--- src/rtl/spi_reg_bridge_if.sv ---
// Register-bus handshake between spi_reg_bridge (master) and the
// accelerator register file (slave).
interface spi_reg_bridge_if;
    logic        bus_req;
    logic        bus_we;
    logic [19:0] bus_addr;
    logic [15:0] bus_wdata;
    logic        bus_ack;
    logic [15:0] bus_rdata;

    modport master (
        output bus_req, bus_we, bus_addr, bus_wdata,
        input  bus_ack, bus_rdata
    );

    modport slave (
        input  bus_req, bus_we, bus_addr, bus_wdata,
        output bus_ack, bus_rdata
    );
endinterface

--- src/rtl/spi_reg_bridge.sv ---
// Turns decoded SPI frames into single-word register-bus transactions.
// Define SPI_REG_BRIDGE_TIMEOUT_EN to enable the bus_ack timeout and err flag.
module spi_reg_bridge #(
    parameter int unsigned TIMEOUT_CYC = 64,
    parameter logic [15:0] ERR_WORD    = 16'hDEAD
) (
    input  logic                   clk,
    input  logic                   reset_n,
    input  logic [19:0]            addr,
    input  logic [3:0]             status,
    input  logic [15:0]            wdata,
    input  logic                   address_ready,
    input  logic                   data_ready,
    input  logic                   miso_start,
    input  logic                   cs_n_o,
    output logic [15:0]            rdata,
    output logic                   busy,
    output logic                   err,
    spi_reg_bridge_if.master       bus
);

    typedef enum logic [2:0] {
        IDLE,
        RD_REQ,
        RD_HOLD,
        WR_WAIT,
        WR_REQ
    } state_t;

    if (TIMEOUT_CYC < 2 || TIMEOUT_CYC > 255) begin : g_bad_timeout
        $error("TIMEOUT_CYC must be in 2..255");
    end

    state_t      r_state;
    state_t      w_next;
    logic [19:0] r_addr;
    logic [15:0] r_wdata;
    logic [15:0] r_rdata;
    logic        r_burst;
    logic        r_abort;
    logic        r_err;
    logic        w_req;
    logic        w_to;
    logic        w_done;
    logic        w_ld_addr;
    logic        w_inc;
    logic        w_ld_wd;
    logic        w_ld_rd;

    assign w_req = (r_state == RD_REQ) || (r_state == WR_REQ);

`ifdef SPI_REG_BRIDGE_TIMEOUT_EN
    logic [7:0] r_cnt;

    assign w_to = w_req && !bus.bus_ack
               && (r_cnt == 8'(TIMEOUT_CYC - 1));

    always_ff @(posedge clk) begin
        if (!reset_n) begin
            r_cnt <= '0;
            r_err <= 1'b0;
        end else begin
            r_cnt <= (w_req && !w_done) ? r_cnt + 8'd1 : 8'd0;
            if (w_to)
                r_err <= 1'b1;
            else if (w_ld_addr)
                r_err <= 1'b0;
        end
    end
`else
    assign w_to  = 1'b0;
    assign r_err = 1'b0;
`endif

    assign w_done = bus.bus_ack || w_to;

    always_ff @(posedge clk) begin
        if (!reset_n)
            r_state <= IDLE;
        else
            r_state <= w_next;
    end

    always_comb begin
        w_next    = r_state;
        w_ld_addr = 1'b0;
        w_inc     = 1'b0;
        w_ld_wd   = 1'b0;
        w_ld_rd   = 1'b0;
        unique case (r_state)
            IDLE: begin
                if (!cs_n_o && address_ready) begin
                    w_ld_addr = 1'b1;
                    w_next    = status[2] ? WR_WAIT : RD_REQ;
                end
            end
            RD_REQ: begin
                if (w_done) begin
                    w_ld_rd = 1'b1;
                    w_next  = (cs_n_o || r_abort) ? IDLE : RD_HOLD;
                end
            end
            RD_HOLD: begin
                if (cs_n_o) begin
                    w_next = IDLE;
                end else if (miso_start) begin
                    w_inc  = r_burst;
                    w_next = r_burst ? RD_REQ : IDLE;
                end
            end
            WR_WAIT: begin
                if (cs_n_o) begin
                    w_next = IDLE;
                end else if (data_ready) begin
                    w_ld_wd = 1'b1;
                    w_next  = WR_REQ;
                end
            end
            WR_REQ: begin
                if (w_done) begin
                    if (cs_n_o || r_abort || w_to || !r_burst) begin
                        w_next = IDLE;
                    end else begin
                        w_inc  = 1'b1;
                        w_next = WR_WAIT;
                    end
                end
            end
            default: w_next = IDLE;
        endcase
    end

    // Remember a frame end seen mid-transaction so it still aborts after ack.
    always_ff @(posedge clk) begin
        if (!reset_n) begin
            r_addr  <= '0;
            r_wdata <= '0;
            r_rdata <= '0;
            r_burst <= 1'b0;
            r_abort <= 1'b0;
        end else begin
            r_abort <= w_req && !w_done && (r_abort || cs_n_o);
            if (w_ld_addr) begin
                r_addr  <= addr;
                r_burst <= status[1];
            end else if (w_inc) begin
                r_addr <= r_addr + 20'd1;
            end
            if (w_ld_wd)
                r_wdata <= wdata;
            if (w_ld_rd)
                r_rdata <= w_to ? ERR_WORD : bus.bus_rdata;
        end
    end

    assign bus.bus_req   = w_req;
    assign bus.bus_we    = (r_state == WR_REQ);
    assign bus.bus_addr  = r_addr;
    assign bus.bus_wdata = r_wdata;
    assign rdata         = r_rdata;
    assign busy          = (r_state != IDLE);
    assign err           = r_err;

endmodule

--- src/flat_wrapper.sv ---
// flat-port wrapper written by rule: the top's interface ports become plain ports
module spi_reg_bridge_flat 
#(
    parameter int unsigned TIMEOUT_CYC = 64,
    parameter logic [15:0] ERR_WORD    = 16'hDEAD
)
  (clk, reset_n, addr, status, wdata, address_ready, data_ready, miso_start, cs_n_o, rdata, busy, err, bus_bus_req, bus_bus_we, bus_bus_addr, bus_bus_wdata, bus_bus_ack, bus_bus_rdata);
  spi_reg_bridge_if bus_i ();
  input  logic clk;
  input  logic reset_n;
  input  logic [19:0] addr;
  input  logic [3:0] status;
  input  logic [15:0] wdata;
  input  logic address_ready;
  input  logic data_ready;
  input  logic miso_start;
  input  logic cs_n_o;
  output logic [15:0] rdata;
  output logic busy;
  output logic err;
  output wire logic [$bits(bus_i.bus_req)-1:0] bus_bus_req;
  output wire logic [$bits(bus_i.bus_we)-1:0] bus_bus_we;
  output wire logic [$bits(bus_i.bus_addr)-1:0] bus_bus_addr;
  output wire logic [$bits(bus_i.bus_wdata)-1:0] bus_bus_wdata;
  input wire logic [$bits(bus_i.bus_ack)-1:0] bus_bus_ack;
  input wire logic [$bits(bus_i.bus_rdata)-1:0] bus_bus_rdata;
  assign bus_bus_req = bus_i.bus_req;
  assign bus_bus_we = bus_i.bus_we;
  assign bus_bus_addr = bus_i.bus_addr;
  assign bus_bus_wdata = bus_i.bus_wdata;
  assign bus_i.bus_ack = bus_bus_ack;
  assign bus_i.bus_rdata = bus_bus_rdata;
  spi_reg_bridge #(.TIMEOUT_CYC(TIMEOUT_CYC), .ERR_WORD(ERR_WORD)) u_core (.clk(clk), .reset_n(reset_n), .addr(addr), .status(status), .wdata(wdata), .address_ready(address_ready), .data_ready(data_ready), .miso_start(miso_start), .cs_n_o(cs_n_o), .rdata(rdata), .busy(busy), .err(err), .bus(bus_i));
endmodule
--- config.mk ---
export PLATFORM = sky130hd
export DESIGN_NAME = spi_reg_bridge_flat
export DESIGN_NICKNAME = d
export VERILOG_FILES = /design/src/rtl/spi_reg_bridge_if.sv /design/src/rtl/spi_reg_bridge.sv /design/src/flat_wrapper.sv
export SDC_FILE = /design/constraint.sdc
export NUM_CORES = 1
export LEC_CHECK = 0
export ABC_AREA = 1
export BUFFER_PORTS_ARGS = -buffer_cell sky130_fd_sc_hd__buf_4
export CORE_ASPECT_RATIO = 0.8
export CORE_MARGIN = 1.5
export CORE_UTILIZATION = 45
export CTS_CLUSTER_DIAMETER = 80
export CTS_CLUSTER_SIZE = 40
export DETAILED_ROUTE_END_ITERATION = 7
export GPL_ROUTABILITY_DRIVEN = 1
export GPL_TIMING_DRIVEN = 0
export MAX_ROUTING_LAYER = met4
export PLACE_DENSITY = 0.79
export SLEW_MARGIN = 30
export SYNTH_ARGS = -nofsm -noshare
export SYNTH_HDL_FRONTEND = slang
export SYNTH_SLANG_ARGS = --single-unit
--- constraint.sdc ---
create_clock -name clk -period 1.8 [get_ports clk]
set_input_delay 0.18 -clock clk [delete_from_list [all_inputs] [get_ports clk]]
set_output_delay 0.18 -clock clk [all_outputs]
set_load 0.05 [all_outputs]
## Word level (Yosys, flattened, before mapping)

Index checks and enable logic that the tools add are counted.

- Multiplexer cells: 26
- Equal/unequal tests: 9
- Add/subtract/negate cells: 1
- Reduce and logical (&&, ||, !) cells: 13

Operator list:

| operator | number |
|---|---|
| 20-bit 2-to-1 mux | 2 |
| 3-bit 2-to-1 mux | 7 |
| 20-bit by 1-bit adder with 20-bit output, second input constant | 1 |
| 3-bit one-hot mux with 5 select lines | 1 |
| 1-bit 2-to-1 mux | 12 |
| 3-bit by 2-bit == test with 1-bit output, second input constant | 2 |
| 2-bit 2-to-1 mux | 3 |
| 3-bit != test, second input constant | 2 |
| 5-bit AND reduction | 1 |
| 2-bit by 1-bit != test with 1-bit output, second input constant | 2 |
| 3-bit by 1-bit == test with 1-bit output, second input constant | 1 |
| 3-bit == test, second input constant | 1 |
| 1-bit logical AND | 3 |
| 1-bit logical NOT | 3 |
| 3-bit logical NOT | 1 |
| 1-bit logical OR | 3 |
| 3-bit nonzero test | 1 |
| 2-bit != test, second input constant | 1 |
| 1-bit one-hot mux with 2 select lines | 1 |
| 2-bit nonzero test | 1 |

- Register bits after elaboration: 57
- Logic and storage cells: 55
- Input port bits: 63
- Output and inout port bits: 56

## Logic depth before layout (Yosys ltp)

- Depth in word-level cells: 7
- Gate-level depth with buffers: 10
- Mapped depth without buffers: 10

## Least setup slack after synthesis

OpenSTA, ideal clock, no wires.

- Path kind: register to register
- Start: register u_core.r_addr[0] (netlist: u_core.bus.bus_addr[0])
- End: register u_core.r_addr[10] (netlist: u_core.bus.bus_addr[10])
- Clock period less this slack: 1.949 ns
- Data arrival time: 1.831 ns
- Setup time: 0.118 ns
- Required time: 1.682 ns
- Buffers on the path: 0
- Slack: -0.149 ns
- Stages on the path, launching flop included: 11
- Cell sequence: dfxtp_1 -> ha_1 -> nand2_1 -> nor2_1 -> nand2_2 -> nor2_1 -> nand2_1 -> nand2_1 -> nor2_1 -> nor2_1 -> nor2_1

- Cells in the longest elaborated chain, start to end: 3

RTL lines:

| item | RTL line | source |
|---|---|---|
| start, declared | spi_reg_bridge.sv:36 | `logic [19:0] r_addr;` |
| start signal, assigned | spi_reg_bridge.sv:144 | `r_addr <= addr;` |
| start signal, assigned | spi_reg_bridge.sv:147 | `r_addr <= r_addr + 20'd1;` |
| 20-bit by 1-bit adder with 20-bit output | spi_reg_bridge.sv:147 |  |
| 20-bit 2-to-1 mux | spi_reg_bridge.sv:146 | `end else if (w_inc) begin` |
| 20-bit 2-to-1 mux | spi_reg_bridge.sv:143 | `if (w_ld_addr) begin` |

No other way between the ends. The select of a mux whose other input is x is not followed.
A chain may end at the register's enable or synchronous reset.

## Worst setup path in the final report

- Start: register u_core.r_state[0]
- End: register u_core.r_addr[3] (netlist: u_core.bus.bus_addr[3])

- Cells in the longest elaborated chain, start to end: 3
- Elaborated cells between the ends (all ways): 7
- Those cells by class: eq/ne (2); mux (3); reduce/logical (2)

RTL lines:

| item | RTL line | source |
|---|---|---|
| start, declared | spi_reg_bridge.sv:34 | `state_t r_state;` |
| start signal, assigned | spi_reg_bridge.sv:81 | `r_state <= w_next;` |
| 3-bit == test (tied with other cells) | spi_reg_bridge.sv:90 | `unique case (r_state)` |
| 1-bit one-hot mux with 2 select lines or 1-bit 2-to-1 mux (tied branches) | spi_reg_bridge.sv:90 |  |
| 2-bit nonzero test (no source line) or 20-bit 2-to-1 mux (tied branches) | -- |  |

Parallel ways exist; a longest one is shown, timed or not.

==> results.md <==
- Setup repair after global routing missed its margin: no
- Final critical-path share of the clock period: 91.1%
- Upper clock frequency limit: 0.610 GHz
- Number of iterations in the first detailed-routing pass: 5
- Endpoints failing setup: 0
- Type of element launching the critical path: register
- # Max-Cap Violations: 0
- Dpl hpwl: 6400 µm
- Final non-filler cell total: 671
- Worst Hold Slack: 0.0984 ns
- Worst hold path type: in -> reg
- Crit Path Max Fanout: 10
- Design area: 0.00417 mm²
- Core occupancy in the finished layout: 65.4%
- Max rail drop VDD: 0.636 mV
- Mean instance size in the synthesized netlist: 6.48 µm²
- Synthesis-to-layout area growth: 40.7%
- Vert. Die Dim: 75.6 µm
- Count of unresolved DRC violations after routing: 0
- Register area share after synthesis: 38.5%
- Seq cells post-synth: 57
- Number of nets in the finished design: 646
- Pwr dens: 926 mW/mm²
- Number of warnings printed during yosys synthesis: 0
- Starting DRC count in detailed routing: 205
- Fraction of layout instances using a drive strength above 1: 28.1%
- Number of placed instances with taps included: 655
- Source-to-sink clock delay at the later pin of the worst-skew pair: 0.33 ns
- Hold buffers post-CTS: 0
- Cell depth of the worst min-delay path: 3
- Avg Vias per Cell: 5.02
- Capture point of the worst reg-to-reg path: u_core.bus.bus_addr[3]
- Total CTS buffers: 9
- Smallest setup slack after layout: 0.160 ns
- Time the worst path needs with I/O delays and setup: 1.64 ns
- Initial core utilization: 46.4%
- Count of pins on the block boundary: 119
- Max Transition Viols Final: 0
- Number of buffers inserted by port buffering: 114
- Final setup skew: 0.00498 ns
- Antenna viol nets, final: 0
- Post-CTS repair timing setup buffer count: 0
- Routed wire length: 8570 µm
- Top cell type's share of synthesized area: 38.5%
- Data required time of the critical path: 2.02 ns
- Placeable core area: 0.00638 mm²
- Reported leakage power: 1.96 nW
- Global placer's final weighted congestion: 0.962
- Die Width: 93.7 µm
- Clock slew at the register clock pins of the worst setup and hold paths: 0.07 ns
- Arrival time at the worst endpoint: 1.86 ns
- Num Clock Sinks: 57
- Wire length of the first global-routing pass: 13500 µm
- Type of element capturing the critical path: register
- Maximum count of clock buffers along a single path: 2
- Die outline area: 0.00708 mm²
- Count of mapped cells out of synthesis: 457
- Final Hold Vio Count: 0
- Critical path class: reg -> reg
- FF-to-FF path depth: 6
- Pin count of the biggest net entering global routing: 11
- Hold Path End: u_core.bus.bus_wdata[5]
- Antenna diode count: 0
- Vias: 3367
- Clock tree from TritonCTS: built
- Number of levels the H-tree was split into: 3
- Sum of negative setup slack: 0 ns
- Number of distinct library cells after synthesis: 28
- Average routed wire per standard cell: 12.8 µm
- Total routing resource utilization after global routing: 25.3%
- Netlist Area Pre-Place: 0.00296 mm²
- Min-delay src: wdata[5]
- Master cell of the clock root buffer: sky130_fd_sc_hd__clkbuf_8
- Via count of the first global-routing pass: 2884
- Cell Rows: 26
- Area contributors post-synth: sky130_fd_sc_hd__dfxtp_1 (39%), sky130_fd_sc_hd__nor2_1 (15%), sky130_fd_sc_hd__nand2_1 (13%)
- Result of the run: finished clean
- Launch instance of the worst register-to-register path: u_core.r_state[0]
- Leading area contributor after synthesis: sky130_fd_sc_hd__dfxtp_1
- Total Power: 3.86 mW
- Setup WS pre-CTS: 0.0184 ns
- Placement-stage cell area: 0.00393 mm²
- Antenna violations before repair: 0
- Remaining global-route overflow: 0
- Number of gates resized after cts: 1
- Register-to-register setup slack: 0.16 ns
- Syn_nets: 521
## critical path, cell delays in order, from the launching register on
cell and delay [ns]:
sky130_fd_sc_hd__dfxtp_1 0.39, sky130_fd_sc_hd__nor3_4 0.38, sky130_fd_sc_hd__nand3_4 0.19, sky130_fd_sc_hd__nand3_4 0.18, sky130_fd_sc_hd__inv_1 0.19, sky130_fd_sc_hd__nor2_1 0.15, sky130_fd_sc_hd__nor2_1 0.05
## logic make-up after synthesis
group	count (synthesis)	synth area share [%]
AOI/OAI and AO/OA	66	11.4
xor gates and xnor gates	2	0.592
adders and majority gates	1	0.422
buffers and inverters	57	8.62
DFF	57	38.5
other	1	0.127
and+or+nand+nor	273	40.3
## worst max path at each step
stage / from / end / cells past startpoint
after floorplan: u_core.bus.bus_addr[2] / u_core.bus.bus_addr[10] / 9
after CTS: u_core.r_state[0] / u_core.rdata[1] / 6
after global placement: u_core.bus.bus_addr[0] / u_core.bus.bus_addr[10] / 10
final: u_core.r_state[0] / u_core.bus.bus_addr[3] / 6
after global routing: u_core.bus.bus_addr[0] / u_core.bus.bus_addr[10] / 10
after detailed placement: u_core.bus.bus_addr[0] / u_core.bus.bus_addr[10] / 10
## area by class of cell
type                            instances  area [µm²]
Buffer                                 17         105
Clock buffer                           11         141
Clock inverter                          5        78.8
Fill cell                             601        2210
Inverter                               40         150
Multi-Input combinational cell        343        1590
Sequential cell                        57        1140
Tap cell                               84         105
Timing Repair Buffer                  114         856
## layout by cell type (no fill, tap or decap), drive strengths merged
| master | netlist | routed |
|---|---|---|
| a21oi | 12 | 12 |
| and2 | 1 | 1 |
| buf | 10 | 124 |
| bufinv | 0 | 2 |
| clkbuf | 7 | 18 |
| clkinv | 0 | 3 |
| conb | 1 | 1 |
| dfxtp | 57 | 57 |
| ha | 1 | 1 |
| inv | 40 | 40 |
| nand2 | 105 | 105 |
| nand3 | 29 | 29 |
| nand4 | 13 | 13 |
| nor2 | 119 | 119 |
| nor3 | 2 | 2 |
| o21ai | 52 | 52 |
| o21bai | 2 | 2 |
| or2 | 4 | 4 |
| xor2 | 2 | 2 |
## power breakdown
group	switching [mW]	internal, mW	leakage, nW
Combinational	0.683	0.372	1.39
Sequential	0.116	1.35	0.464
Clock	0.518	0.815	0.113
## cells in the mapped netlist (all sizes together)
cell and count:
nand2 105, conb 1, or2 4, o21bai 2, a21oi 12, buf 10
dfxtp 57, clkbuf 7, nand3 29, and2 1, xor2 2, o21ai 52
nand4 13, inv 40, nor3 2, nor2 119, ha 1
## per-layer routing
metal | GRT usage [%] | wire, µm | up-vias
met1 | 32.8 | 3970 | 1508
met3 | 6.09 | 509 | 22
met4 | 7.13 | 173 | 0
met2 | 39.9 | 3920 | 129
li1 | - | - | 1708
met5 | - | 0 | -
## registers in the layout, summed over array words and instances, names as in the netlist
name,cells
u_core.bus.bus_addr,20
u_core.bus.bus_wdata,16
u_core.rdata,16
u_core.r_state,3
u_core.r_abort,1
u_core.r_burst,1
Note: power is estimated with default switching activity, not from simulation.
